File: src/rtl/riscv_pkg.sv
// Shared RISC-V front-end definitions: opcode constants, fetch FSM states and the prefetch entry layout.
package riscv_pkg;

    localparam logic [6:0] OPC_R = 7'b0110011;
    localparam logic [6:0] OPC_I = 7'b0010011;
    localparam logic [6:0] OPC_S = 7'b0100011;
    localparam logic [6:0] OPC_B = 7'b1100011;
    localparam logic [6:0] OPC_U = 7'b0110111;
    localparam logic [6:0] OPC_J = 7'b1101111;

    localparam logic [31:0] NOP_INSTR = 32'h0000_0013;

    typedef enum logic [1:0] {
        IDLE    = 2'd0,
        REQ     = 2'd1,
        DISCARD = 2'd2
    } fetch_state_t;

    typedef struct packed {
        logic [31:0] instr;
        logic [31:0] pc;
    } fetch_entry_t;

endpackage

File: src/rtl/fetch_unit_if.sv
// Fetch-unit boundary: decode handshake, execute redirect, imem read channel and perf counters.
// master = fetch unit side, slave = the surrounding pipeline / memory.
interface fetch_unit_if;
    logic        stall_in;
    logic        redirect_in;
    logic [31:0] redirect_pc_in;
    logic        imem_req_out;
    logic [31:0] imem_addr_out;
    logic        imem_ack_in;
    logic [31:0] imem_rdata_in;
    logic [31:0] instr_out;
    logic [31:0] pc_out;
    logic        valid_out;
    logic [31:0] fetch_cnt_out;
    logic [31:0] stall_cnt_out;

    modport master (
        input  stall_in, redirect_in, redirect_pc_in, imem_ack_in, imem_rdata_in,
        output imem_req_out, imem_addr_out, instr_out, pc_out, valid_out,
        fetch_cnt_out, stall_cnt_out
    );

    modport slave (
        output stall_in, redirect_in, redirect_pc_in, imem_ack_in, imem_rdata_in,
        input  imem_req_out, imem_addr_out, instr_out, pc_out, valid_out,
        fetch_cnt_out, stall_cnt_out
    );
endinterface

File: src/rtl/fetch_fifo.sv
// Prefetch FIFO of {instr,pc}; head visible the cycle after push, flush empties it on the same edge.
// Backpressure: caller must not push when full unless popping in the same cycle.
module fetch_fifo
    import riscv_pkg::*;
#(
    parameter int DEPTH = 2
) (
    input  logic                         clk,
    input  logic                         reset,
    input  logic                         push,
    input  fetch_entry_t                 push_dat,
    input  logic                         pop,
    input  logic                         flush,
    output fetch_entry_t                 head_dat,
    output logic [$clog2(DEPTH+1)-1:0]   count
);
    localparam int AW = $clog2(DEPTH);
    localparam int CW = $clog2(DEPTH + 1);

    fetch_entry_t   mem [DEPTH];
    logic [AW-1:0]  wr_ptr;
    logic [AW-1:0]  rd_ptr;

    always_ff @(posedge clk) begin
        if (reset || flush) begin
            wr_ptr <= '0;
            rd_ptr <= '0;
            count  <= '0;
        end else begin
            if (push) wr_ptr <= wr_ptr + 1'b1;
            if (pop)  rd_ptr <= rd_ptr + 1'b1;
            count <= count + CW'(push) - CW'(pop);
        end
    end

    always_ff @(posedge clk) begin
        if (push) mem[wr_ptr] <= push_dat;
    end

    assign head_dat = mem[rd_ptr];
endmodule

File: src/rtl/fetch_unit.sv
// Instruction fetch (FETCH_PERF_CNT_EN adds perf counters); a word reaches valid_out the cycle after its imem ack.
// Backpressure: stall_in holds the head; imem requests stop while the FIFO has no room for the response.
module fetch_unit #(
    parameter logic [31:0] RESET_PC   = 32'h0000_0000,
    parameter int          FIFO_DEPTH = 2,
    parameter logic [31:0] NOP_INSTR  = riscv_pkg::NOP_INSTR
) (
    input logic          req,
    input logic          reset,
    fetch_unit_if.master fu
);
    import riscv_pkg::*;

    localparam int         CW          = $clog2(FIFO_DEPTH + 1);
    localparam logic [1:0] ST_IDLE     = IDLE;
    localparam logic [1:0] ST_REQ      = REQ;
    localparam logic [1:0] ST_DISCARD  = DISCARD;

    logic [1:0]    state;
    logic [1:0]    state_nxt;
    logic [31:0]   pc;
    logic [31:0]   addr_hold;
    logic [CW-1:0] count;
    logic          valid;
    logic          ack;
    logic          push;
    logic          pop;
    logic          room_after;
    fetch_entry_t  push_dat;
    fetch_entry_t  head;

    assign valid      = (count != '0);
    assign pop        = valid && !fu.stall_in && !fu.redirect_in;
    assign ack        = (state != ST_IDLE) && fu.imem_ack_in;
    assign push       = (state == ST_REQ) && ack && !fu.redirect_in;
    assign room_after = (int'(count) + int'(push) - int'(pop)) < FIFO_DEPTH;
    assign push_dat   = {fu.imem_rdata_in, pc};

    always_comb begin
        state_nxt = state;
        unique case (state)
            ST_IDLE: begin
                if (int'(count) < FIFO_DEPTH) state_nxt = ST_REQ;
            end
            ST_REQ: begin
                if (ack)                 state_nxt = (!fu.redirect_in && room_after) ? ST_REQ : ST_IDLE;
                else if (fu.redirect_in) state_nxt = ST_DISCARD;
            end
            ST_DISCARD: begin
                if (ack) state_nxt = ST_IDLE;
            end
            default: state_nxt = ST_IDLE;
        endcase
    end

    // addr_hold keeps the in-flight address stable while pc already follows the redirect
    always_ff @(posedge req) begin
        if (reset) begin
            state     <= ST_IDLE;
            pc        <= RESET_PC;
            addr_hold <= RESET_PC;
        end else begin
            state <= state_nxt;
            if (state == ST_REQ && state_nxt == ST_DISCARD) addr_hold <= pc;
            if (fu.redirect_in) pc <= fu.redirect_pc_in & ~32'd3;
            else if (push)      pc <= pc + 32'd4;
        end
    end

    fetch_fifo #(.DEPTH(FIFO_DEPTH)) u_fifo (
        .clk      (req),
        .reset    (reset),
        .push     (push),
        .push_dat (push_dat),
        .pop      (pop),
        .flush    (fu.redirect_in),
        .head_dat (head),
        .count    (count)
    );

    assign fu.imem_req_out  = (state != ST_IDLE);
    assign fu.imem_addr_out = (state == ST_DISCARD) ? addr_hold : pc;
    assign fu.valid_out     = valid;
    assign fu.instr_out     = valid ? head.instr : NOP_INSTR;
    assign fu.pc_out        = valid ? head.pc : 32'h0;

`ifdef FETCH_PERF_CNT_EN
    logic [31:0] fetch_cnt;
    logic [31:0] stall_cnt;

    always_ff @(posedge req) begin
        if (reset) begin
            fetch_cnt <= '0;
            stall_cnt <= '0;
        end else begin
            if (pop)                 fetch_cnt <= fetch_cnt + 32'd1;
            if (valid && fu.stall_in) stall_cnt <= stall_cnt + 32'd1;
        end
    end

    assign fu.fetch_cnt_out = fetch_cnt;
    assign fu.stall_cnt_out = stall_cnt;
`else
    assign fu.fetch_cnt_out = 32'h0;
    assign fu.stall_cnt_out = 32'h0;
`endif
endmodule

File: src/flat_wrapper.sv
// flat-port wrapper written by rule: the top's interface ports become plain ports
module fetch_unit_flat import riscv_pkg::*;
#(
    parameter logic [31:0] RESET_PC   = 32'h0000_0000,
    parameter int          FIFO_DEPTH = 2,
    parameter logic [31:0] NOP_INSTR  = riscv_pkg::NOP_INSTR
)
  (req, reset, fu_stall_in, fu_redirect_in, fu_redirect_pc_in, fu_imem_ack_in, fu_imem_rdata_in, fu_imem_req_out, fu_imem_addr_out, fu_instr_out, fu_pc_out, fu_valid_out, fu_fetch_cnt_out, fu_stall_cnt_out);
  fetch_unit_if fu_i ();
  input logic req;
  input logic reset;
  input wire logic [$bits(fu_i.stall_in)-1:0] fu_stall_in;
  input wire logic [$bits(fu_i.redirect_in)-1:0] fu_redirect_in;
  input wire logic [$bits(fu_i.redirect_pc_in)-1:0] fu_redirect_pc_in;
  input wire logic [$bits(fu_i.imem_ack_in)-1:0] fu_imem_ack_in;
  input wire logic [$bits(fu_i.imem_rdata_in)-1:0] fu_imem_rdata_in;
  output wire logic [$bits(fu_i.imem_req_out)-1:0] fu_imem_req_out;
  output wire logic [$bits(fu_i.imem_addr_out)-1:0] fu_imem_addr_out;
  output wire logic [$bits(fu_i.instr_out)-1:0] fu_instr_out;
  output wire logic [$bits(fu_i.pc_out)-1:0] fu_pc_out;
  output wire logic [$bits(fu_i.valid_out)-1:0] fu_valid_out;
  output wire logic [$bits(fu_i.fetch_cnt_out)-1:0] fu_fetch_cnt_out;
  output wire logic [$bits(fu_i.stall_cnt_out)-1:0] fu_stall_cnt_out;
  assign fu_i.stall_in = fu_stall_in;
  assign fu_i.redirect_in = fu_redirect_in;
  assign fu_i.redirect_pc_in = fu_redirect_pc_in;
  assign fu_i.imem_ack_in = fu_imem_ack_in;
  assign fu_i.imem_rdata_in = fu_imem_rdata_in;
  assign fu_imem_req_out = fu_i.imem_req_out;
  assign fu_imem_addr_out = fu_i.imem_addr_out;
  assign fu_instr_out = fu_i.instr_out;
  assign fu_pc_out = fu_i.pc_out;
  assign fu_valid_out = fu_i.valid_out;
  assign fu_fetch_cnt_out = fu_i.fetch_cnt_out;
  assign fu_stall_cnt_out = fu_i.stall_cnt_out;
  fetch_unit #(.RESET_PC(RESET_PC), .FIFO_DEPTH(FIFO_DEPTH), .NOP_INSTR(NOP_INSTR)) u_core (.req(req), .reset(reset), .fu(fu_i));
endmodule
File: config.mk
export PLATFORM = sky130hd
export DESIGN_NAME = fetch_unit_flat
export DESIGN_NICKNAME = d
export VERILOG_FILES = /design/src/rtl/riscv_pkg.sv /design/src/rtl/fetch_unit_if.sv /design/src/rtl/fetch_fifo.sv /design/src/rtl/fetch_unit.sv /design/src/flat_wrapper.sv
export SDC_FILE = /design/constraint.sdc
export NUM_CORES = 1
export LEC_CHECK = 0
export BUFFER_PORTS_ARGS = -buffer_cell sky130_fd_sc_hd__buf_2
export CAP_MARGIN = 25
export CORE_MARGIN = 1.5
export CORE_UTILIZATION = 48
export DETAILED_ROUTE_END_ITERATION = 12
export GPL_ROUTABILITY_DRIVEN = 0
export PLACE_DENSITY = 0.77
export RECOVER_POWER = 50
export SKIP_LAST_GASP = 1
export SLEW_MARGIN = 20
export SYNTH_ARGS = -nofsm -noshare
export SYNTH_HDL_FRONTEND = slang
export SYNTH_SLANG_ARGS = --single-unit
File: constraint.sdc
create_clock -name req -period 4.3 [get_ports req]
set_input_delay 0.645 -clock req [delete_from_list [all_inputs] [get_ports req]]
set_output_delay 0.645 -clock req [all_outputs]
set_load 0.01 [all_outputs]
==> results.cfg <==
[run_status]
status = complete, but fails checks
violations = max-capacitance violations, max-slew violations

[final_layout]
nets = 988
final_cell_mix = buf_2, edfxtp_1, nor2_1
diodes = 0
syn_to_final_growth_pct = 14.2
final_util = 0.558
layout_commonest_cell = buf_2
drive_gt1_frac = 0.237

[floorplan]
die_h_um = 138
start_util = 0.489
core_um2 = 18000
die-area_um2 = 19100
pin_count = 231
die_w_um = 138
rows = 49

[global_routing]
grt_pass1_wl_mm = 29.2
first_global_vias = 5552
grt_max_degree = 63
grt-ovfl-total = 0
antenna_found_initial = 0
grtUsageTotal = 0.192

[sta]
rsz0062_at_grt = no
worst_pin_slew_ps = 2080
maxSlewHeadroom = -0.386
skew_ps = 7.86
finalHoldViolCount = 0
drv_slew = 82
period_share = 0.698
fmax_mhz = 333
tns_ps = 0
setup_viol = 0
min_period_ps = 3000
fin_ws_ps = 1300

[placement]
pre_cts_ws_ps = 1630
dp_hpwl_mm = 12.3
portBuffers = 160

[drt]
vias = 5993
ant_nets = 0
drt_iter0_markers = 378
via_per_inst = 5.20
routed_wl_mm = 18.1
drt_pass1_iterations = 4
wire_per_inst_um = 15.7
drc = 0

[worst_setup_path]
timing_worst_setup_path_type = in -> reg
path_cells = clkbuf_1 -> clkinv_1 -> clkbuf_1 -> nor2_1 -> a311oi_1
crit_top_cell = clkbuf_1
cp-end-kind = register
worstSetupStartpointType = input pin
reg2regPathDepth = 4
max_stage_delay_ps = 1510
arrival_ps = 3320
slowest_stage = clkbuf_1
critPathMaxFanout = 50
cp.required_ps = 4620

[synth]
ys_seq_elements = 191
ys.flop_type = edfxtp_1
ys_warn_count = 0
netlist.area_leader.share = 0.424
synth.cell_area_um2 = 8780
synth_area_per_cell_um2 = 11.4
yosysSeqAreaShare = 0.577
synth.area.top_cells = edfxtp_1, dfxtp_1, mux2i_1
yosys.area.top_type = edfxtp_1
yosys.cell_types.count = 49
synth-edff-count = 124
synthArstFlopShare = 0
postSynthCellCount = 770

[clock_network]
clock-sinks = 191
clockBufferDepth = 2
cts_buffers = 17
post-cts-setup-buffer-count = 0
cts.repair.resized = 0
cts_tree = yes
htreeDepth = 4
cts_root_buffer = clkbuf_16
hold_buffers = 0
clkTransAtPathRegs_ps = 70
worstSkewPairLatency_ps = 430

[pwr]
leakagePower_nw = 3.75
power.density_nw_per_um2 = 379
peakVddDrop_mv = 0.287

[run]
maxCapViolCount = 2

[worst_hold_path]
holdPathStages = 1
min_path_type = in -> reg
power by group:
group | switching [mW] | internal (mW) | total (mW)
Sequential | 0.0604 | 2.01 | 2.07
Clock | 0.700 | 0.752 | 1.45
Combinational | 0.171 | 0.108 | 0.279
Total | 0.931 | 2.87 | 3.80
final timing paths:
path | from | endpoint | slack [ps]
max | fu_redirect_in | u_core.pc[22]$_SDFFE_PP0P_ | 1300
min reg2reg | u_core.addr_hold[21]$_SDFFE_PP0P_ | u_core.addr_hold[21]$_SDFFE_PP0P_ | 450
max reg2reg | u_core.pc[11]$_SDFFE_PP0P_ | u_core.pc[22]$_SDFFE_PP0P_ | 1590
min | fu_imem_rdata_in[12] | u_core.u_fifo.mem[0][44]$_DFFE_PP_ | 400
synth_stat cells (3+ instances only):
cell	count
a211oi_1	11
ha_1	8
edfxtp_1	124
nand4_1	10
buf_6	4
xor2_1	7
a221oi_1	3
o21ai_0	7
nand2_1	78
mux2i_1	63
nor4_1	3
a21oi_1	33
and3_1	3
o31ai_1	10
or4_1	10
nor2b_1	4
inv_1	15
or3_1	4
dfxtp_1	67
nor3_1	10
xnor2_1	7
clkbuf_1	36
nand3_1	12
nor2_1	91
or2_2	4
a311oi_1	15
buf_2	3
mux2_2	28
buf_4	71
and4_1	4
area by class of cell:
cell class / instances / area [um^2]
inverter: 16 / 60.1
fill: 1552 / 7940
clock buffer: 19 / 433
timing repair buffer: 170 / 897
clock inverter: 13 / 105
tap: 229 / 287
sequential: 191 / 5070
multi-input combinational: 514 / 3170
critical path: cells and delay by family:
| family | cells | cell delay (ps) |
|---|---|---|
| buffers and inverters | 3 | 2110 |
| AOI/OAI and AO/OA | 1 | 360 |
| and+or+nand+nor | 1 | 190 |
per-layer routing:
metal  share of wire  vias to the layer above  track usage
met5               0                        -            0
met4           0.015                        0       0.0609
li1                -                     2898            -
met3           0.051                       20       0.0436
met2            0.49                      215        0.314
met1            0.45                     2860        0.255
cells by family after synthesis:
kind of cell             share of synthesized area
AND/OR/NAND/NOR                              0.131
flip-flops                                   0.577
buffers and inverters                       0.0906
multiplexers                                 0.108
AO/OA/AOI/OAI                               0.0658
XOR/XNOR                                    0.0140
adder cells (fa/ha/maj)                     0.0137
other                                     0.000427
metrics by stage:
| step | power, mW | cell area [um^2] | cells | hold WS [ps] |
|---|---|---|---|---|
| floorplan | 2.32 | 9030 | 837 | 424 |
| global placement | 2.38 | 9480 | 1118 | 438 |
| detailed placement | 2.39 | 9500 | 1119 | 447 |
| CTS | 3.84 | 10000 | 1151 | 380 |
| global route | 3.94 | 10000 | 1152 | 376 |
| finish | 3.80 | 10000 | 1152 | 396 |
registers in the layout (all words and copies together) (netlist names), named ones only:
register	cells
u_core.state	2
u_core.addr_hold	30
u_core.u_fifo.count	2
u_core.u_fifo.mem	124
u_core.u_fifo.rd_ptr	1
u_core.pc	30
u_core.u_fifo.wr_ptr	1
No activity file was read; power rests on OpenSTA's default activity.
